[config.mk]
export PLATFORM = sky130hd
export DESIGN_NAME = atm_light_frame_ctrl_flat
export DESIGN_NICKNAME = d
export VERILOG_FILES = /design/src/rtl/atm_light_frame_ctrl_if.sv /design/src/rtl/atm_light_frame_ctrl.sv /design/src/flat_wrapper.sv
export SDC_FILE = /design/constraint.sdc
export NUM_CORES = 1
export LEC_CHECK = 0
export BUFFER_PORTS_ARGS = -buffer_cell sky130_fd_sc_hd__buf_2
export CAP_MARGIN = 20
export CORE_MARGIN = 2
export CORE_UTILIZATION = 40
export CTS_BUF_LIST = sky130_fd_sc_hd__clkbuf_8 sky130_fd_sc_hd__clkbuf_16
export DETAILED_ROUTE_END_ITERATION = 8
export GPL_TIMING_DRIVEN = 0
export SLEW_MARGIN = 10
export SYNTH_ARGS = -nofsm -noshare
export SYNTH_HDL_FRONTEND = slang
export SYNTH_SLANG_ARGS = --single-unit
[constraint.sdc]
create_clock -name clk -period 2.6 [get_ports clk]
set_clock_uncertainty 0.1 [all_clocks]
set_input_delay 0.13 -clock clk [delete_from_list [all_inputs] [get_ports clk]]
set_output_delay 0.13 -clock clk [all_outputs]
set_load 0.05 [all_outputs]
[src/rtl/atm_light_frame_ctrl_if.sv]
// atm_light_frame_ctrl_if: pixel-beat input stream plus committed atmospheric-light outputs.
interface atm_light_frame_ctrl_if #(
    parameter int PIX_W = 8,
    parameter int INV_W = 9
);
    logic             in_valid;
    logic             in_ready;
    logic             in_sof;
    logic             in_eof;
    logic [PIX_W-1:0] dark;
    logic [PIX_W-1:0] pix_R;
    logic [PIX_W-1:0] pix_G;
    logic [PIX_W-1:0] pix_B;
    logic [PIX_W-1:0] A_R;
    logic [PIX_W-1:0] A_G;
    logic [PIX_W-1:0] A_B;
    logic [INV_W-1:0] invA_R;
    logic [INV_W-1:0] invA_G;
    logic [INV_W-1:0] invA_B;
    logic             a_valid;
    logic             a_update;
    logic             busy;

    modport master (
        output in_valid, in_sof, in_eof, dark, pix_R, pix_G, pix_B,
        input  in_ready, A_R, A_G, A_B, invA_R, invA_G, invA_B, a_valid, a_update, busy
    );

    modport slave (
        input  in_valid, in_sof, in_eof, dark, pix_R, pix_G, pix_B,
        output in_ready, A_R, A_G, A_B, invA_R, invA_G, invA_B, a_valid, a_update, busy
    );
endinterface

[src/rtl/atm_light_frame_ctrl.sv]
// atm_light_frame_ctrl: picks the brightest dark-channel pixel per frame, then commits A and 2^NUM_SHIFT/A.
// Define ATM_LIGHT_IIR_EN to smooth A across frames as (3*A_old + cand + 2) >> 2.
module atm_light_frame_ctrl #(
    parameter int PIX_W     = 8,
    parameter int INV_W     = 9,
    parameter int NUM_SHIFT = 16
) (
    input logic                  clk,
    input logic                  rst_n,
    atm_light_frame_ctrl_if.slave bus
);
    localparam int QW = NUM_SHIFT + 1;
    localparam int CW = $clog2(QW);

    typedef enum logic [1:0] {IDLE, SCAN, DIV, COMMIT} state_t;

    state_t                  state_q, state_d;
    logic [PIX_W-1:0]        max_q, max_d;
    logic [PIX_W-1:0]        rem_q, rem_d;
    logic [2:0][PIX_W-1:0]   cand_q, cand_d, a_q, a_next, pix;
    logic [2:0][INV_W-1:0]   qt_q, qt_d, inv_q;
    logic [QW-1:0]           quo_q, quo_d, quo_n;
    logic [CW-1:0]           cnt_q, cnt_d;
    logic [1:0]              ch_q, ch_d;
    logic                    a_valid_q, a_update_q, accept, ge;
    logic [PIX_W:0]          shifted, diff;
    logic [PIX_W-1:0]        divisor;
    logic [INV_W-1:0]        quo_sat;

    assign pix          = {bus.pix_B, bus.pix_G, bus.pix_R};
    assign bus.in_ready = (state_q == IDLE) || (state_q == SCAN);
    assign bus.busy     = (state_q == DIV) || (state_q == COMMIT);
    assign accept       = bus.in_valid && bus.in_ready;

`ifdef ATM_LIGHT_IIR_EN
    logic [2:0][PIX_W+1:0] mix;
    always_comb begin
        for (int c = 0; c < 3; c++) begin
            mix[c]    = {1'b0, a_q[c], 1'b0} + {2'b00, a_q[c]} + {2'b00, cand_q[c]} + (PIX_W+2)'(2);
            a_next[c] = a_valid_q ? mix[c][PIX_W+1:2] : cand_q[c];
        end
    end
`else
    assign a_next = cand_q;
`endif

    // One restoring step per cycle; the dividend 2^NUM_SHIFT contributes a single 1 at the first step.
    assign divisor = a_next[ch_q];
    assign shifted = {rem_q, cnt_q == '0};
    assign ge      = shifted >= {1'b0, divisor};
    assign diff    = shifted - {1'b0, divisor};
    assign quo_n   = {quo_q[QW-2:0], ge};
    assign quo_sat = |quo_n[QW-1:INV_W] ? '1 : quo_n[INV_W-1:0];

    always_comb begin
        state_d = state_q;
        max_d   = max_q;
        cand_d  = cand_q;
        qt_d    = qt_q;
        rem_d   = '0;
        quo_d   = '0;
        cnt_d   = '0;
        ch_d    = '0;
        if (accept && (bus.in_sof || state_q == SCAN)) begin
            if (bus.in_sof || bus.dark > max_q) begin
                max_d  = bus.dark;
                cand_d = pix;
            end
            state_d = bus.in_eof ? DIV : SCAN;
        end
        if (state_q == DIV) begin
            rem_d = ge ? diff[PIX_W-1:0] : shifted[PIX_W-1:0];
            quo_d = quo_n;
            cnt_d = cnt_q + 1'b1;
            ch_d  = ch_q;
            if (cnt_q == CW'(NUM_SHIFT)) begin
                qt_d[ch_q] = quo_sat;
                rem_d      = '0;
                quo_d      = '0;
                cnt_d      = '0;
                ch_d       = ch_q + 1'b1;
                state_d    = (ch_q == 2'd2) ? COMMIT : DIV;
            end
        end
        if (state_q == COMMIT) state_d = IDLE;
    end

    always_ff @(posedge clk or negedge rst_n) begin
        if (!rst_n) begin
            state_q    <= IDLE;
            max_q      <= '0;
            cand_q     <= '0;
            rem_q      <= '0;
            quo_q      <= '0;
            cnt_q      <= '0;
            ch_q       <= '0;
            qt_q       <= '0;
            a_q        <= '0;
            inv_q      <= '0;
            a_valid_q  <= 1'b0;
            a_update_q <= 1'b0;
        end else begin
            state_q    <= state_d;
            max_q      <= max_d;
            cand_q     <= cand_d;
            rem_q      <= rem_d;
            quo_q      <= quo_d;
            cnt_q      <= cnt_d;
            ch_q       <= ch_d;
            qt_q       <= qt_d;
            a_update_q <= state_q == COMMIT;
            if (state_q == COMMIT) begin
                a_q       <= a_next;
                inv_q     <= qt_q;
                a_valid_q <= 1'b1;
            end
        end
    end

    assign bus.A_R      = a_q[0];
    assign bus.A_G      = a_q[1];
    assign bus.A_B      = a_q[2];
    assign bus.invA_R   = inv_q[0];
    assign bus.invA_G   = inv_q[1];
    assign bus.invA_B   = inv_q[2];
    assign bus.a_valid  = a_valid_q;
    assign bus.a_update = a_update_q;
endmodule

[src/flat_wrapper.sv]
// flat-port wrapper written by rule: the top's interface ports become plain ports
module atm_light_frame_ctrl_flat 
#(
    parameter int PIX_W     = 8,
    parameter int INV_W     = 9,
    parameter int NUM_SHIFT = 16
)
  (clk, rst_n, bus_in_valid, bus_in_sof, bus_in_eof, bus_dark, bus_pix_R, bus_pix_G, bus_pix_B, bus_in_ready, bus_A_R, bus_A_G, bus_A_B, bus_invA_R, bus_invA_G, bus_invA_B, bus_a_valid, bus_a_update, bus_busy);
  atm_light_frame_ctrl_if #(.PIX_W(PIX_W), .INV_W(INV_W)) bus_i ();
  input logic clk;
  input logic rst_n;
  input wire logic [$bits(bus_i.in_valid)-1:0] bus_in_valid;
  input wire logic [$bits(bus_i.in_sof)-1:0] bus_in_sof;
  input wire logic [$bits(bus_i.in_eof)-1:0] bus_in_eof;
  input wire logic [$bits(bus_i.dark)-1:0] bus_dark;
  input wire logic [$bits(bus_i.pix_R)-1:0] bus_pix_R;
  input wire logic [$bits(bus_i.pix_G)-1:0] bus_pix_G;
  input wire logic [$bits(bus_i.pix_B)-1:0] bus_pix_B;
  output wire logic [$bits(bus_i.in_ready)-1:0] bus_in_ready;
  output wire logic [$bits(bus_i.A_R)-1:0] bus_A_R;
  output wire logic [$bits(bus_i.A_G)-1:0] bus_A_G;
  output wire logic [$bits(bus_i.A_B)-1:0] bus_A_B;
  output wire logic [$bits(bus_i.invA_R)-1:0] bus_invA_R;
  output wire logic [$bits(bus_i.invA_G)-1:0] bus_invA_G;
  output wire logic [$bits(bus_i.invA_B)-1:0] bus_invA_B;
  output wire logic [$bits(bus_i.a_valid)-1:0] bus_a_valid;
  output wire logic [$bits(bus_i.a_update)-1:0] bus_a_update;
  output wire logic [$bits(bus_i.busy)-1:0] bus_busy;
  assign bus_i.in_valid = bus_in_valid;
  assign bus_i.in_sof = bus_in_sof;
  assign bus_i.in_eof = bus_in_eof;
  assign bus_i.dark = bus_dark;
  assign bus_i.pix_R = bus_pix_R;
  assign bus_i.pix_G = bus_pix_G;
  assign bus_i.pix_B = bus_pix_B;
  assign bus_in_ready = bus_i.in_ready;
  assign bus_A_R = bus_i.A_R;
  assign bus_A_G = bus_i.A_G;
  assign bus_A_B = bus_i.A_B;
  assign bus_invA_R = bus_i.invA_R;
  assign bus_invA_G = bus_i.invA_G;
  assign bus_invA_B = bus_i.invA_B;
  assign bus_a_valid = bus_i.a_valid;
  assign bus_a_update = bus_i.a_update;
  assign bus_busy = bus_i.busy;
  atm_light_frame_ctrl #(.PIX_W(PIX_W), .INV_W(INV_W), .NUM_SHIFT(NUM_SHIFT)) u_core (.clk(clk), .rst_n(rst_n), .bus(bus_i));
endmodule
==> results.cfg, run 1 <==
[yosys]
synth_edf_count = 0
syn-num-nets = 554
postSynth.asyncResetShare = 1.00
yosys-top-cells-count = dfrtp_1 (145), mux2_2 (53), nor2_1 (50), a21oi_1 (46), mux2_4 (30)
yosys_warnings = 0
synth_top_flop_cell = dfrtp_1
synth_seq_cells = 145
syn_avg_cell_area_um2 = 12.8
syn_area_um2 = 6360
synth_area_leaders = dfrtp_1 (57%), mux2_2 (9.4%), mux2_4 (7.1%)
ys_types = 48
synth_top_area_share = 0.571
syn_inst = 495
synth_area_leader_cell = dfrtp_1
yosysMostFrequentCell = dfrtp_1
ys_seq_area_frac = 0.571

[worst_setup_path]
reg2reg_setup_slack_ns = -0.09
reg2reg_depth = 11
critPathSlowestCell = or4b_4
reg2reg_from = u_core.cnt_q[0]
crit_end = u_core.rem_q[6]
path_class = reg -> reg
required_ns = 2.84
endpoint_kind = register
crit_chain = inv_1 > ha_2 > or4b_4 > ha_4 > inv_2 > fa_2 > a211oi_2 > or4b_4 > o2111ai_2 > o21ai_1 > a21oi_1
cp_max_fo = 2
crit_start = u_core.cnt_q[0]
r2r-end = u_core.rem_q[6]
cp_slowest_stage_delay_ns = 0.52
worstSetupStartpointType = register
cp_common_cell = or4b_4
arrival_ns = 2.93

[power_and_ir_drop]
power_density_nw_per_um2 = 1200
leakagePower_uw = 0.00418
power_uw = 10100
vdd_drop_max_v = 0.000833

[floorplanning]
die_x_um = 130
die_area_um2 = 16900
core_area_um2 = 15700
pin_count = 92
die_y_um = 130
start_util = 0.405
rows = 46

[placement]
place_congestion = 0.866
place_inst = 803
post-dp-hpwl_um = 9390
io_buffers = 91
dpl_cell_area_um2 = 7140
dp_slack_ns = -0.610

[global_route]
grt_max_degree = 79
antenna_found_initial = 0
track_usage = 0.181
grt_overflow = 0
grt_first_pass_wirelength_um = 23500
grt_pass1_vias = 4698

[cells_and_area]
fin_area_um2 = 8380
area_growth_pct = 31.8
drive_above_1_share = 0.407
diodes = 0
instances_no_fill = 886
utilization = 0.533
fin_nets = 718

[cts]
clkTransAtPathRegs_ns = 0.06
htree_levels = 4
cts.sinks = 145
clk_latency_ns = 0.42
cts_buffer_depth = 2
cts_buffers = 17
cts_tree = done
cts_root_buf = clkbuf_16

[timing]
finalSetupViolations = 7
timing.fmax_mhz = 372
relSlewSlack = 0.588
period_needed_ns = 2.69
hold_viol = 0
slew_viol_final = 0
rsz0062_at_grt = yes
finalCritPeriodShare = 1.03
setup_ws_ns = -0.0893
tightest_slew_ns = 0.618

[detailed_routing]
ant_nets = 0
firstDrtPassIters = 4
drtIter0Drc = 252
via_per_inst = 4.96
finalWirelength_um = 14200
remaining_drc_errors = 0
wire_per_inst_um = 16.1
vias = 4396

[run]
drv_cap = 0

[run_status]
violations = negative setup slack
status = complete, but fails checks

[hold_path]
hp-class = in -> reg
cell usage in the layout, fill, tap and decap left out, types with 3 or more instances in the layout:
| master | netlist | routed |
|---|---|---|
| a211oi_2 | 1 | 3 |
| a21oi_1 | 46 | 43 |
| a21oi_2 | 1 | 3 |
| and2_1 | 20 | 20 |
| and3_1 | 3 | 3 |
| buf_2 | 9 | 99 |
| buf_4 | 0 | 15 |
| buf_6 | 3 | 6 |
| clkbuf_1 | 7 | 5 |
| clkbuf_16 | 0 | 17 |
| clkinv_2 | 0 | 3 |
| clkinvlp_4 | 0 | 4 |
| dfrtp_1 | 145 | 143 |
| dlygate4sd3_1 | 0 | 35 |
| ha_1 | 21 | 16 |
| ha_2 | 0 | 3 |
| inv_1 | 17 | 18 |
| mux2_2 | 53 | 53 |
| mux2_4 | 30 | 30 |
| mux2i_1 | 8 | 6 |
| nand2_1 | 6 | 6 |
| nand2b_1 | 3 | 3 |
| nand3_1 | 9 | 8 |
| nor2_1 | 50 | 49 |
| nor2b_1 | 4 | 4 |
| nor3_1 | 5 | 4 |
| o21ai_0 | 10 | 8 |
| xnor2_1 | 4 | 4 |
worst min path at each step:
stage	start	to	slack [ns]	cells after the start
floorplan	rst_n	u_core.a_next[0]	-0.27	0
global placement	bus_pix_R[0]	u_core.a_next[0]	0.27	2
detailed placement	rst_n	u_core.bus.invA_G[6]	0.07	1
CTS	bus_in_valid	u_core.state_q[0]	0.09	3
global route	bus_in_valid	u_core.state_q[0]	0.12	3
finish	bus_in_valid	u_core.state_q[0]	0.12	3
flip-flops by register name, summed over array words and instances (netlist names):
name / cells
u_core.a_next: 24
u_core.bus.A_B: 8
u_core.bus.A_G: 8
u_core.bus.A_R: 8
u_core.bus.a_update: 1
u_core.bus.a_valid: 1
u_core.bus.invA_B: 9
u_core.bus.invA_G: 9
u_core.bus.invA_R: 9
u_core.ch_q: 2
u_core.cnt_q: 5
u_core.max_q: 8
u_core.qt_q: 27
u_core.quo_q: 16
u_core.rem_q: 8
u_core.state_q: 2
per-layer routing:
| layer | vias to the layer above | global-route usage | routed length (um) |
|---|---|---|---|
| met5 | - | 0 | 0 |
| met4 | 0 | 0.0582 | 240 |
| met3 | 22 | 0.0533 | 658 |
| met2 | 110 | 0.298 | 6930 |
| met1 | 2198 | 0.232 | 6400 |
| li1 | 2066 | - | - |
metrics by stage:
stage / hold slack [ns] / TNS, ns
finish: 0.115 / -0.184
global route: 0.115 / -1.07
CTS: 0.0869 / -0.0868
detailed placement: 0.0686 / -5.92
global placement: 0.266 / -98.17
floorplan: -0.266 / 0
kinds of logic (layout without fill, tap and decap cells):
group / after synthesis / in the layout / share of synthesized area
adders and majority gates: 22 / 22 / 0.0445
buffers and inverters: 36 / 210 / 0.0266
AOI/OAI and AO/OA: 81 / 82 / 0.0811
DFF: 145 / 145 / 0.571
xor gates and xnor gates: 6 / 6 / 0.00826
and+or+nand+nor: 114 / 114 / 0.0919
muxes: 91 / 91 / 0.177
what timing repair did:
| action | CTS | global route |
|---|---|---|
| endpoints found under the setup margin | 12 | 11 |
| setup buffers | 12 | 5 |
| gates resized for setup | 26 | 13 |
| cloned | 2 | 0 |
| endpoints found under the hold margin | 100 | 0 |
| pin swaps | 12 | 8 |
| hold buffers | 35 | 0 |
layout make-up:
cell class / count / area [um^2]
Fill cell: 1377 / 7330
Sequential cell: 145 / 3630
Multi-Input combinational cell: 315 / 2750
Timing Repair Buffer: 145 / 995
Clock buffer: 18 / 439
Tap cell: 216 / 270
Clock inverter: 12 / 121
Buffer: 18 / 113
Inverter: 17 / 63.8
critical path: cells and delay by family (launching register included):
family / cells / cell delay, ns
buffers and inverters: 2 / 0.12
DFF: 1 / 0.38
and+or+nand+nor: 2 / 1.01
AOI/OAI and AO/OA: 4 / 0.42
adders and majority gates: 3 / 0.57
report_power, final:
part           leakage, uW  internal, uW  total [uW]  switching [uW]
clock network     0.000272          1410        2300             893
logic              0.00202          1910        4470            2560
registers          0.00189          2880        3310             431
Power figures use the tool's default switching activity.
==> run 2, diff against run 1 <==
- CELL_PAD_IN_SITES_DETAIL_PLACEMENT: unset -> 0
- CELL_PAD_IN_SITES_GLOBAL_PLACEMENT: unset -> 2
- CORE_UTILIZATION: 40 -> 35
- PLACE_DENSITY_LB_ADDON: unset -> 0.1
- SKIP_LAST_GASP: unset -> 1
==> results.cfg, run 2 (synthesis results as in run 1) <==
[run_status]
status = complete, but fails checks
violations = negative setup slack

[timing]
finalCritPeriodShare = 1.04
timing.fmax_mhz = 368
relSlewSlack = 0.566
finalSetupViolations = 8
setup_ws_ns = -0.117
timing.hold.ws_ns = 0.0738
tns_ns = -0.560
tightest_slew_ns = 0.650
period_needed_ns = 2.72
rsz0062_at_grt = yes
hold_viol = 0
slew_viol_final = 0

[power_and_ir_drop]
switching_share = 0.387
clkPwrFrac = 0.243
intPower_uw = 6430
vdd_drop_max_v = 0.000640
power_density_nw_per_um2 = 1230
pwr-share-seq = 0.315
power_uw = 10500
switchingPower_uw = 4070
combPwrFrac = 0.442
leakagePower_uw = 0.00425

[worst_setup_path]
worstSetupStartpointType = register
path_class = reg -> reg
cp_slowest_stage_delay_ns = 0.54
crit_chain = inv_1 > ha_2 > or4b_4 > ha_4 > inv_2 > fa_2 > a211oi_2 > or4b_1 > o2111ai_2 > o21ai_1 > a21oi_1
cp_max_fo = 2
critPathSlowestCell = or4b_1
arrival_ns = 2.96
endpoint_kind = register
required_ns = 2.85

[cells_and_area]
top_register = u_core.qt_q
largest_reg_flops = 27
fill_cells = 1688
multi_input_comb_area_um2 = 2810
drive_above_1_share = 0.420
diodes = 0
fin_nets = 722
final_common_cell = dfrtp_1
area_growth_pct = 34.5
utilization = 0.478
final_cell_mix = dfrtp_1 (144), buf_2 (99), mux2_2 (53)
seq_area_um2 = 3630

[global_route]
antenna_found_initial = 0
grt_max_degree = 81
grt_overflow = 0
grt_first_pass_wirelength_um = 24900
grt_pass1_vias = 4687
track_usage = 0.163

[detailed_routing]
finalWirelength_um = 14900
remaining_drc_errors = 0
vias = 4363
firstDrtPassIters = 4
ant_nets = 0
via_per_inst = 4.82
drtIter0Drc = 164
wire_per_inst_um = 16.5

[cts]
htree_levels = 4
cts_buffers = 17
clk_latency_ns = 0.43
cts_root_buf = clkbuf_16
cts.sinks = 145
cts_tree = done
cts_buffer_depth = 2
clkTransAtPathRegs_ns = 0.06

[placement]
place_congestion = 0.809
io_buffers = 91
post-dp-hpwl_um = 10100

[hold_path]
hp-class = in -> reg

[floorplanning]
start_util = 0.355
rows = 49
die_y_um = 139
die_area_um2 = 19300
core_area_um2 = 17900
pin_count = 92
die_x_um = 139

[run]
drv_cap = 0
run 2: changes by cell type in the layout (fill, tap and decap cells not counted), moves of 2 or more:
cell        change
clkinv_2        -2
clkinv_4        +4
clkinvlp_4      -3
inv_8           +2
run 2: power by group through the flow:
stage	registers [uW]	logic (uW)	clock network (uW)
floorplan	3900	2220	0
global placement	3300	3800	0
detailed placement	3320	3840	0
CTS	3290	4290	2620
global route	3410	5020	2720
finish	3310	4640	2550
run 2: cell type report:
type                       count  share of cell area
clock inverter                14              0.0212
sequential                   145               0.424
tap                          229              0.0335
multi-input combinational    316               0.329
inverter                      17             0.00746
buffer                        18              0.0132
timing repair buffer         148               0.121
clock buffer                  18              0.0513
run 2: worst paths after layout:
kind,slack [ns],cells past startpoint,endpoint,start
worst max-delay path,-0.12,11,u_core.rem_q[6],u_core.cnt_q[1]
worst min-delay path,0.07,3,u_core.state_q[0],bus_in_valid
worst min register to register,0.37,1,u_core.bus.a_valid,u_core.bus.a_valid
min in group asynchronous,0.20,2,u_core.qt_q[16],rst_n
max in group asynchronous,1.47,3,u_core.bus.A_G[5],rst_n
worst max register to register,-0.12,11,u_core.rem_q[6],u_core.cnt_q[1]
run 2: repair_timing:
action,4_1_cts,5_1_grt
hold endpoints to repair,112,0
pin swaps,17,16
gates cloned,1,2
endpoints found under the setup margin,12,12
setup buffers,13,7
hold buffers,35,0
resized for setup,26,25
run 2: per-layer routing:
metal	part of all wire	vias up	global-route usage
met2	0.47	90	0.266
met1	0.47	2166	0.211
met5	0	-	0
met4	0.017	0	0.0574
li1	-	2088	-
met3	0.042	19	0.0435
run 2: through the flow:
stage | setup slack, ns | cell area, um^2 | cells
6_report | -0.117 | 8550 | 905
5_1_grt | -0.272 | 8550 | 905
4_1_cts | -0.0900 | 8370 | 896
3_5_place_dp | -0.755 | 7160 | 816
3_3_place_gp | -0.868 | 7130 | 815
2_1_floorplan | 0.0160 | 6380 | 495
run 2: worst max-delay path, delay by kind of cell (launching register included):
kind / cells / cell delay [ns]
flops: 1 / 0.39
compound gates: 4 / 0.43
fa+ha+maj: 3 / 0.58
buf+inv: 2 / 0.12
simple gates: 2 / 1.04
==> run 3, diff against run 2 <==
- BUFFER_PORTS_ARGS: -buffer_cell sky130_fd_sc_hd__buf_2 -> -buffer_cell sky130_fd_sc_hd__clkbuf_2
- MAX_ROUTING_LAYER: unset -> met4
- SKIP_CTS_REPAIR_TIMING: unset -> 1
==> results.cfg, run 3 (synthesis results as in run 1) <==
[cts]
clk_latency_ns = 0.42
cts_buffer_depth = 2
cts_tree = done
cts_buffers = 17
cts_root_buf = clkbuf_16
clkTransAtPathRegs_ns = 0.06
htree_levels = 4
cts.sinks = 145

[timing]
slew_viol_final = 0
rsz0062_at_grt = yes
timing.fmax_mhz = 362
hold_viol = 0
tightest_slew_ns = 0.620
finalSetupViolations = 9
tns_ns = -0.521
setup_ws_ns = -0.159
finalCritPeriodShare = 1.06
relSlewSlack = 0.587
period_needed_ns = 2.76

[placement]
place_inst = 816
post-dp-hpwl_um = 10000
dpl_cell_area_um2 = 7160
place_congestion = 0.820
io_buffers = 91

[run_status]
violations = negative setup slack
status = complete, but fails checks

[detailed_routing]
drtIter0Drc = 173
vias = 4298
firstDrtPassIters = 6
remaining_drc_errors = 0
ant_nets = 0
wire_per_inst_um = 16.2
finalWirelength_um = 14500
via_per_inst = 4.80

[cells_and_area]
top_register = u_core.qt_q
fin_nets = 713
drive_above_1_share = 0.396
final_common_cell = dfrtp_1
instances_no_fill = 896
utilization = 0.468
largest_reg_flops = 27
area_growth_pct = 31.8
diodes = 0
fin_area_um2 = 8380
final_cell_mix = dfrtp_1 (143), clkbuf_2 (90), mux2_2 (53)

[hold_path]
hp-class = in -> reg
min_from = bus_in_valid

[global_route]
track_usage = 0.158
grt_first_pass_wirelength_um = 23300
grt_pass1_vias = 4372
grt_max_degree = 89
grt_overflow = 0
antenna_found_initial = 0

[worst_setup_path]
cp_max_fo = 4
reg2reg_from = u_core.cnt_q[0]
cp_top_family = simple AND/OR/NAND/NOR gates
cp_slowest_stage_delay_ns = 0.54
crit_start = u_core.cnt_q[0]
worstSetupStartpointType = register
path_class = reg -> reg
required_ns = 2.83
cp.buffers_inverters = 2
critPathSlowestCell = or4b_1
arrival_ns = 2.99
endpoint_kind = register
crit_chain = inv_1 > ha_2 > or4b_4 > ha_4 > inv_2 > fa_2 > a211oi_4 > or4b_1 > o2111ai_2 > o21ai_1 > a21oi_1

[floorplanning]
pin_count = 92
die_area_um2 = 19300
die_x_um = 139
rows = 49
die_y_um = 139
start_util = 0.355
core_area_um2 = 17900

[power_and_ir_drop]
power_density_nw_per_um2 = 1200
leakagePower_uw = 0.00417
vdd_drop_max_v = 0.000604
power_uw = 10100

[run]
drv_cap = 0
[run 3: changes by cell type in the layout (fill, tap and decap cells not counted), sizes merged]
cell,delta
a211o,-1
buf,-99
clkbuf,+92
clkinv,-1
clkinvlp,-1
inv,+1
[run 3: worst register-to-register path: cells and delay by family, from the launching register on]
kind / cells / cell delay (ns)
buffers and inverters: 2 / 0.13
AND/OR/NAND/NOR: 2 / 1.04
flip-flops: 1 / 0.40
AO/OA/AOI/OAI: 4 / 0.41
adder cells (fa/ha/maj): 3 / 0.60
[run 3: routing by layer]
layer | up-vias | routed length (um) | share of wire | GRT usage
li1 | 2059 | - | - | -
met5 | - | 0 | 0 | -
met2 | 96 | 6940 | 0.48 | 0.244
met3 | 17 | 636 | 0.044 | 0.0425
met1 | 2126 | 6710 | 0.46 | 0.201
met4 | 0 | 212 | 0.015 | 0.0579
[run 3: final timing paths]
path                       depth (start not counted)  slack, ns              endpoint
max                                               11      -0.16       u_core.rem_q[6]
min                                                3       0.04     u_core.state_q[0]
max reg2reg                                       11      -0.16       u_core.rem_q[6]
min reg2reg                                        1       0.38    u_core.bus.a_valid
max in group asynchronous                          3       1.44        u_core.ch_q[1]
min in group asynchronous                          2       0.14  u_core.bus.invA_G[7]
[run 3: power by group]
| part | switching (uW) | internal (uW) | total [uW] |
|---|---|---|---|
| sequential | 424 | 2880 | 3300 |
| combinational | 2470 | 1780 | 4250 |
| clock | 977 | 1560 | 2540 |
| total | 3870 | 6220 | 10100 |
[run 3: layout make-up]
type,count,area [um^2]
Tap cell,229,287
Sequential cell,145,3630
Clock buffer,19,453
Buffer,18,118
Timing Repair Buffer,140,957
Multi-Input combinational cell,315,2710
Clock inverter,13,159
Fill cell,1695,9520
Inverter,17,63.8
[run 3: per-stage QoR]
| stage | hold slack (ns) | worst slack, ns |
|---|---|---|
| after floorplan | -0.266 | 0.0160 |
| after global placement | 0.264 | -1.23 |
| after detailed placement | 0.0388 | -0.751 |
| after CTS | -0.412 | -0.758 |
| after global routing | 0.0723 | -0.263 |
| final | 0.0423 | -0.159 |
